$ cat src/rtl/alu_request_arbiter.sv
// ---------------------------------------------------------------------------
// alu_request_arbiter
//   Shares one 8-bit ALU among NREQ requesters. A round-robin arbiter grants
//   one request per transaction and latches its operands. The ALU then runs
//   from those registers. The result is returned, tagged with the requester
//   id, on a single registered valid/ready response channel. Each transaction
//   walks IDLE -> EXEC -> RESP, so at most one operation is in flight.
//
// Ports
//   clk        rising-edge clock
//   rst_n      synchronous reset, active low
//   req_valid  per-requester valid
//   req_ready  one-hot grant, combinational, only ever set in IDLE
//   req_a/b    per-requester operands, 8 bits each, slice i = [8i+7:8i]
//   req_op     per-requester ALU select, 4 bits each, slice i = [4i+3:4i]
//   rsp_valid  result available; rsp_* are held stable until rsp_ready
//   rsp_ready  consumer accepts the result
//   rsp_id     owning requester index
//   rsp_data   result byte
//   rsp_carry  adder carry, only for op 4'b0000
//   rsp_err    divide-by-zero flag
//   busy       transaction in progress (state != IDLE)
//   op_count   completed responses, saturating
//
// ALU op map
//   0 add  1 sub  2 mul (low byte)  3 div  4 shl  5 shr  6 rol  7 ror
//   8 and  9 or   A xor  B nor  C nand  D xnor  E a>b  F a==b
// ---------------------------------------------------------------------------
module alu_request_arbiter #(
    parameter int NREQ  = 4,
    parameter int ID_W  = 2,
    parameter int CNT_W = 16
) (
    input  logic                clk,
    input  logic                rst_n,
    input  logic [NREQ-1:0]     req_valid,
    output logic [NREQ-1:0]     req_ready,
    input  logic [8*NREQ-1:0]   req_a,
    input  logic [8*NREQ-1:0]   req_b,
    input  logic [4*NREQ-1:0]   req_op,
    output logic                rsp_valid,
    input  logic                rsp_ready,
    output logic [ID_W-1:0]     rsp_id,
    output logic [7:0]          rsp_data,
    output logic                rsp_carry,
    output logic                rsp_err,
    output logic                busy,
    output logic [CNT_W-1:0]    op_count
);

    typedef enum logic [1:0] {
        IDLE = 2'd0,
        EXEC = 2'd1,
        RESP = 2'd2
    } state_t;

    state_t            r_state;
    state_t            w_next_state;
    logic [ID_W-1:0]   r_ptr;
    logic [ID_W-1:0]   w_grant_id;
    logic              w_grant_found;
    logic [ID_W-1:0]   w_idx;

    logic [7:0]        r_a;
    logic [7:0]        r_b;
    logic [3:0]        r_op;
    logic [ID_W-1:0]   r_id;

    logic              r_rsp_valid;
    logic [ID_W-1:0]   r_rsp_id;
    logic [7:0]        r_rsp_data;
    logic              r_rsp_carry;
    logic              r_rsp_err;
    logic [CNT_W-1:0]  r_op_count;

    logic [8:0]        w_sum;
    logic [15:0]       w_prod;
    logic [7:0]        w_alu_data;
    logic              w_alu_carry;
    logic              w_alu_err;

    // Round-robin search starting just after the last grant, wrapping mod NREQ.
    // NOTE: every signal written in an always_comb gets a default at the top;
    // a path that leaves one unassigned would infer a latch.
    always_comb begin
        w_grant_found = 1'b0;
        w_grant_id    = '0;
        w_idx         = '0;
        for (int k = 1; k <= NREQ; k++) begin
            w_idx = ID_W'((int'(r_ptr) + k) % NREQ);
            if (!w_grant_found && req_valid[w_idx]) begin
                w_grant_found = 1'b1;
                w_grant_id    = w_idx;
            end
        end
    end

    always_comb begin
        req_ready = '0;
        if (r_state == IDLE && w_grant_found) begin
            req_ready[w_grant_id] = 1'b1;
        end
    end

    always_comb begin
        w_next_state = r_state;
        unique case (r_state)
            IDLE:    if (w_grant_found) w_next_state = EXEC;
            EXEC:    w_next_state = RESP;
            RESP:    if (rsp_ready) w_next_state = IDLE;
            default: w_next_state = IDLE;
        endcase
    end

    // ALU driven only from the latched operands. The divider branch is masked
    // when b==0 so an undefined quotient never reaches the response.
    always_comb begin
        w_sum       = {1'b0, r_a} + {1'b0, r_b};
        w_prod      = 16'(r_a) * 16'(r_b);
        w_alu_data  = '0;
        w_alu_carry = 1'b0;
        w_alu_err   = 1'b0;
        unique case (r_op)
            4'h0: begin
                w_alu_data  = w_sum[7:0];
                w_alu_carry = w_sum[8];
            end
            4'h1: w_alu_data = r_a - r_b;
            4'h2: w_alu_data = w_prod[7:0];
            4'h3: begin
                if (r_b == 8'd0) begin
                    w_alu_data = 8'hFF;
                    w_alu_err  = 1'b1;
                end else begin
                    w_alu_data = r_a / r_b;
                end
            end
            4'h4: w_alu_data = {r_a[6:0], 1'b0};
            4'h5: w_alu_data = {1'b0, r_a[7:1]};
            4'h6: w_alu_data = {r_a[6:0], r_a[7]};
            4'h7: w_alu_data = {r_a[0], r_a[7:1]};
            4'h8: w_alu_data = r_a & r_b;
            4'h9: w_alu_data = r_a | r_b;
            4'hA: w_alu_data = r_a ^ r_b;
            4'hB: w_alu_data = ~(r_a | r_b);
            4'hC: w_alu_data = ~(r_a & r_b);
            4'hD: w_alu_data = ~(r_a ^ r_b);
            4'hE: w_alu_data = (r_a > r_b) ? 8'd1 : 8'd0;
            4'hF: w_alu_data = (r_a == r_b) ? 8'd1 : 8'd0;
            default: w_alu_data = '0;
        endcase
    end

    // NOTE: sequential state uses non-blocking assignments so every register
    // samples the pre-edge values regardless of statement order.
    always_ff @(posedge clk) begin
        if (!rst_n) begin
            r_state     <= IDLE;
            r_ptr       <= ID_W'(NREQ - 1);
            r_rsp_valid <= 1'b0;
            r_rsp_id    <= '0;
            r_rsp_data  <= '0;
            r_rsp_carry <= 1'b0;
            r_rsp_err   <= 1'b0;
            r_op_count  <= '0;
        end else begin
            r_state <= w_next_state;
            unique case (r_state)
                IDLE: if (w_grant_found) r_ptr <= w_grant_id;
                EXEC: begin
                    r_rsp_valid <= 1'b1;
                    r_rsp_id    <= r_id;
                    r_rsp_data  <= w_alu_data;
                    r_rsp_carry <= w_alu_carry;
                    r_rsp_err   <= w_alu_err;
                end
                RESP: if (rsp_ready) begin
                    r_rsp_valid <= 1'b0;
                    if (r_op_count != '1) r_op_count <= r_op_count + 1'b1;
                end
                default: ;
            endcase
        end
    end

    // NOTE: the operand/id capture registers carry no reset; they are always
    // written at grant before EXEC reads them, so resetting them buys nothing.
    always_ff @(posedge clk) begin
        if (r_state == IDLE && w_grant_found) begin
            r_a  <= req_a[8*w_grant_id +: 8];
            r_b  <= req_b[8*w_grant_id +: 8];
            r_op <= req_op[4*w_grant_id +: 4];
            r_id <= w_grant_id;
        end
    end

    assign rsp_valid = r_rsp_valid;
    assign rsp_id    = r_rsp_id;
    assign rsp_data  = r_rsp_data;
    assign rsp_carry = r_rsp_carry;
    assign rsp_err   = r_rsp_err;
    assign op_count  = r_op_count;
    assign busy      = (r_state != IDLE);

endmodule

$ cat config.mk
export PLATFORM = sky130hd
export DESIGN_NAME = alu_request_arbiter
export DESIGN_NICKNAME = d
export VERILOG_FILES = /design/src/rtl/alu_request_arbiter.sv
export SDC_FILE = /design/constraint.sdc
export NUM_CORES = 1
export LEC_CHECK = 0
export ABC_AREA = 1
export CAP_MARGIN = 20
export CORE_ASPECT_RATIO = 0.7
export CORE_MARGIN = 3
export CORE_UTILIZATION = 57
export CTS_BUF_LIST = sky130_fd_sc_hd__clkbuf_8
export CTS_CLUSTER_DIAMETER = 50
export DETAILED_ROUTE_END_ITERATION = 8
export HOLD_SLACK_MARGIN = 0.15
export PLACE_DENSITY = 0.93
export SLEW_MARGIN = 10
export SYNTH_ARGS = -nofsm -noshare
export SYNTH_HDL_FRONTEND = slang
export SYNTH_SLANG_ARGS = --single-unit
$ cat constraint.sdc
create_clock -name clk -period 9.8 [get_ports clk]
set_clock_uncertainty 0.15 [all_clocks]
set_input_delay 1.96 -clock clk [delete_from_list [all_inputs] [get_ports clk]]
set_output_delay 1.96 -clock clk [all_outputs]
set_load 0.005 [all_outputs]
==> out/results.ini, run 1 <==
[place]
portBuffers=120
dp_hpwl_um=19300
gp_congestion=1.04
postPlaceCellArea_um2=8720

[yosys]
synth_top_cell_by_area=nand2_1
syn_nets=1413
seq_area_frac_synth_pct=17.8
avgSynthCellArea_um2=6.04
ys_seq_elements=55
yosysUniqueCellTypes=45
synth_common_cells=nand2_1 (424), inv_1 (183), nand3_1 (115), nor2_1 (93), ha_1 (81)
synth-adder-area-share_pct=17.4
yosysMostFrequentCell=nand2_1
synthMuxAreaShare_pct=0
synth_top_area_share_pct=21.4
synth.area.top_cells=nand2_1 (21%), ha_1 (14%), inv_1 (9.2%)
synthesis.area_um2=7440
synth_xor_area_share_pct=2.96
synth_compound_area_share_pct=10.9
yosysWarnings=0
synthSimpleGateAreaFrac_pct=38.5
synthArstFlopShare_pct=0
synthCells=1231
synth_edf_count=22
synth_flop_cell=dfxtp_1
synth_top_family_by_area=simple AND/OR/NAND/NOR gates

[setup_path]
critPathSlowestCell=edfxtp_1
crit_start=r_b[7]$_DFFE_PP_
worstPathArrival_ps=9040
path_max_fanout=8
reg2reg_depth=68
cp_common_cell=nand2_1
r2r_start=r_b[7]$_DFFE_PP_
cp-start-kind=flip-flop
cp.required_ps=9850
reg2reg_slack_ps=810
worst_setup_path_end_kind=flip-flop
slowest_delay_ps=450
path_class=flip-flop to flip-flop
r2r-end=rsp_data[0]$_SDFFE_PN0P_

[global_routing]
track_usage_pct=32.7
grt_max_degree=43
overflow=0
antenna_found_initial=0
grt_pass1_wl_um=38400
grt_pass1_vias=7761

[die]
dieHeight_um=102
rows=34
fp.coreArea_um2=12600
die_w_um=143
die-area_um2=14500
initial_core_util_pct=59.1
io_pins=121

[timing]
maxSlewViolCount=0
fin_crit_sh_pct=91.7
finalHoldViolations=0
slew_headroom_pct=34.4
min_period_ps=8990
final-setup-viol-count=0
worst_pin_slew_ps=980
max_freq_mhz=111

[clock_network]
root_buffer=clkbuf_8
cts.clk_slew.worst_paths_ps=110
h-tree-depth=2
cts_buffers=5
insertion_delay_ps=320
cts_tree=built
clock-sinks=55
clk_path_buf_depth=2
cts_hold_buffers=0

[run_status]
status=finished clean

[route]
avgViaCountPerCell=5.63
vias=8505
wl_per_cell_um=16.1
routed_wl_um=24400
drc=0
ant_nets=0
first_pass_iters=7
drtIter0Drc=963

[cells_and_area]
final_util_pct=72.0
n_antenna_cell=0
drive_gt1_share_pct=6.38
fin_nets=1530
fin_area_um2=9070
synthToLayoutAreaGrowth_pct=21.9

[job]
drv_cap=0

[hold_path]
hold_depth=2
holdPathEnd=rsp_data[1]$_SDFFE_PN0P_
min_path_type=flip-flop to flip-flop
hold_start=rsp_data[1]$_SDFFE_PN0P_

## worst max-delay path by stage
stage	end	slack, ps	cells past startpoint
6_report	rsp_data[0]$_SDFFE_PN0P_	810	68
5_1_grt	rsp_data[0]$_SDFFE_PN0P_	-140	68
4_1_cts	rsp_data[0]$_SDFFE_PN0P_	110	65
3_5_place_dp	rsp_data[0]$_SDFFE_PN0P_	160	65
3_3_place_gp	rsp_data[0]$_SDFFE_PN0P_	610	61
2_1_floorplan	rsp_data[0]$_SDFFE_PN0P_	1210	66
## per-stage QoR
step | worst slack (ps) | TNS, ps | instances | hold slack, ps
3_3_place_gp | 613 | 0 | 1490 | 306
5_1_grt | -139 | -139 | 1511 | 357
4_1_cts | 107 | 0 | 1498 | 331
3_5_place_dp | 159 | 0 | 1490 | 312
6_report | 813 | 0 | 1511 | 330
2_1_floorplan | 1210 | 0 | 1231 | 297
## cell usage in the layout (no fill, tap or decap), types with 3 or more instances in the layout
master / netlist / layout
nor2_2: 1 / 4
a31oi_1: 4 / 4
o21bai_1: 5 / 5
o21ai_0: 53 / 46
o21ai_1: 2 / 6
fa_1: 14 / 14
o221ai_1: 3 / 3
o21ai_2: 0 / 3
nor3_1: 15 / 12
nand3_1: 115 / 112
nor3_2: 1 / 4
nand2_1: 424 / 418
ha_4: 0 / 3
nand4_1: 16 / 16
a21oi_1: 52 / 49
dfxtp_1: 33 / 33
inv_1: 183 / 181
edfxtp_1: 22 / 22
and2_1: 6 / 6
ha_1: 81 / 78
o22ai_1: 10 / 10
nand2_2: 3 / 9
xor2_1: 16 / 16
clkdlybuf4s50_1: 0 / 120
or2_2: 9 / 9
buf_4: 6 / 26
inv_2: 4 / 5
clkbuf_8: 0 / 6
nor2_1: 93 / 90
xnor2_1: 6 / 6
## flip-flops by register name (all words and copies together) (netlist names), 2 cells and up
name / count
op_count: 16
r_a: 8
r_b: 8
rsp_data: 8
r_op: 4
r_id: 2
r_ptr: 2
r_state: 2
rsp_id: 2
## critical path: cells and delay by family (launching register included)
| kind | cells | cell delay (ps) |
|---|---|---|
| adders and majority gates | 7 | 1850 |
| AOI/OAI and AO/OA | 11 | 1260 |
| buffers and inverters | 11 | 930 |
| DFF | 1 | 450 |
| and+or+nand+nor | 39 | 4210 |
## cells by family (layout without fill, tap and decap cells)
family                   Yosys count  after routing
AO/OA/AOI/OAI                    143            143
XOR/XNOR                          23             23
adder cells (fa/ha/maj)           95             95
buffers and inverters            226            344
flip-flops                        55             55
AND/OR/NAND/NOR                  689            689
## routing by layer
metal,global-route usage [%],wire length [um],up-vias
met3,6.94,2780,72
li1,-,-,4148
met4,7.01,660,0
met1,47.7,10600,3785
met2,49.8,10300,500
met5,0,0,-
## final cells by class
type / instances / area [um^2]
Multi-Input combinational cell: 950 / 5320
Timing Repair Buffer: 146 / 1400
Clock buffer: 6 / 82.6
Tap cell: 162 / 203
Inverter: 190 / 719
Sequential cell: 55 / 1320
Clock inverter: 2 / 20.0
Fill cell: 1046 / 3530
## repair_timing
item / 4_1_cts / 5_1_grt
gates resized for setup: 0 / 40
buffers inserted: 0 / 13
endpoints found under the hold margin: 0 / 0
endpoints found under the setup margin: 0 / 2
Power of run 1 is left out: the tool's default activity adds up to more than one toggle a clock period on the data nets, which glitch-free logic cannot reach.
==> run 2, diff against run 1 <==
--- a/config.mk
+++ b/config.mk
@@ -9,12 +9,12 @@
 export CAP_MARGIN = 20
 export CORE_ASPECT_RATIO = 0.7
 export CORE_MARGIN = 3
-export CORE_UTILIZATION = 57
+export CORE_UTILIZATION = 51
 export CTS_BUF_LIST = sky130_fd_sc_hd__clkbuf_8
 export CTS_CLUSTER_DIAMETER = 50
 export DETAILED_ROUTE_END_ITERATION = 8
 export HOLD_SLACK_MARGIN = 0.15
-export PLACE_DENSITY = 0.93
+export PLACE_DENSITY = 0.89
 export SLEW_MARGIN = 10
 export SYNTH_ARGS = -nofsm -noshare
 export SYNTH_HDL_FRONTEND = slang
==> constraint.sdc (replaced) <==
create_clock -name clk -period 8.1 [get_ports clk]
set_clock_uncertainty 0.15 [all_clocks]
set_input_delay 1.62 -clock clk [delete_from_list [all_inputs] [get_ports clk]]
set_output_delay 1.62 -clock clk [all_outputs]
set_load 0.005 [all_outputs]
==> out/results.ini, run 2 (synthesized netlist as in run 1, its figures left out) <==
[route]
first_pass_iters=8
ant_nets=0
vias=8975
routed_wl_um=26400
drc=0
avgViaCountPerCell=5.52
drtIter0Drc=948
wl_per_cell_um=16.3

[global_routing]
grt_pass1_vias=8388
antenna_found_initial=0
overflow=0
grt_pass1_wl_um=40300
track_usage_pct=31.0
grt_max_degree=43

[timing]
min_period_ps=8320
finalHoldViolations=0
worst_pin_slew_ps=1030
maxSlewViolCount=0
slew_headroom_pct=30.9
fin_ws_ps=-218
rsz0062_at_grt=true
fin_hold_ws_ps=324
fin_crit_sh_pct=103
final-setup-viol-count=1
max_freq_mhz=120

[clock_network]
cts_hold_buffers=0
clk_path_buf_depth=2
h-tree-depth=2
root_buffer=clkbuf_8
insertion_delay_ps=330
cts.clk_slew.worst_paths_ps=110
cts_tree=built
cts_buffers=5
clock-sinks=55

[setup_path]
worstPathArrival_ps=8380
cp-start-kind=flip-flop
worst_setup_path_end_kind=flip-flop
critPathSlowestCell=edfxtp_1
reg2reg_depth=63
path_class=flip-flop to flip-flop
reg2reg_slack_ps=-220
slowest_delay_ps=440
cp_common_cell=nand2_2
cp.required_ps=8160
path_max_fanout=7

[die]
die_w_um=150
die-area_um2=16100
initial_core_util_pct=52.7
io_pins=121
dieHeight_um=107
rows=36
fp.coreArea_um2=14100

[cells_and_area]
fin_nets=1618
layout_common_cells=nand2_1 (389), inv_1 (170), clkdlybuf4s50_1 (120)
largest_register_ffs=16
drive_gt1_share_pct=18.4
n_antenna_cell=0
final_common_cell=nand2_1
synthToLayoutAreaGrowth_pct=38.5

[place]
gp_congestion=1.07
pre_cts_ws_ps=-418
portBuffers=120
dp_hpwl_um=20000

[job]
drv_cap=0

[run_status]
failed_checks=setup timing
status=finished, violations left

[hold_path]
min_path_type=flip-flop to flip-flop
hold_depth=2

[run 2: changes by cell type in the layout (fill, tap and decap cells not counted), sizes merged]
cell and change:
clkinvlp -1, buf +88, inv +1, clkbuf -1, bufinv +1
[run 2: path summary, 6_finish.rpt]
kind	startpoint	endpoint
setup / recovery	r_a[7]$_DFFE_PP_	rsp_data[0]$_SDFFE_PN0P_
hold / removal	rsp_data[1]$_SDFFE_PN0P_	rsp_data[1]$_SDFFE_PN0P_
setup reg to reg	r_a[7]$_DFFE_PP_	rsp_data[0]$_SDFFE_PN0P_
hold reg to reg	rsp_data[1]$_SDFFE_PN0P_	rsp_data[1]$_SDFFE_PN0P_
[run 2: worst max-delay path: cells and delay by family (launching register included)]
kind / cells / cell delay [ps]
flip-flops: 1 / 440
AND/OR/NAND/NOR: 32 / 3200
buffers and inverters: 11 / 840
AO/OA/AOI/OAI: 12 / 1470
adder cells (fa/ha/maj): 8 / 2100
[run 2: metrics by stage]
step           TNS, ps  cells  area (um^2)  util, %
6_report          -218   1627        10300     73.0
2_1_floorplan        0   1231         7530        -
4_1_cts           -179   1614         9810     69.6
3_5_place_dp      -418   1586         9370     66.4
3_3_place_gp      -115   1586         9370     66.4
5_1_grt           -706   1627        10300     73.0
[run 2: per-layer routing]
metal  vias to the layer above  part of all wire [%]  track usage (%)
met4                         0                   2.9             7.18
met3                        76                    11             6.93
met5                         -                     0                0
met1                      4081                    42             42.7
met2                       497                    44             49.4
li1                       4321                     -                -
[run 2: what timing repair did]
action,CTS,global route
setup buffers,20,13
pin swaps,37,66
endpoints found under the setup margin,1,2
resized for setup,41,88
[run 2: cell type report]
type | count | area [um^2]
clock buffers | 5 | 68.8
clock inverters | 3 | 50.0
fillers | 1123 | 3800
inverters | 190 | 728
multi-input cells | 950 | 5820
flip-flops and latches | 55 | 1320
well taps | 190 | 238
repair buffers | 234 | 2070
Power of run 2 is left out for the same reason.
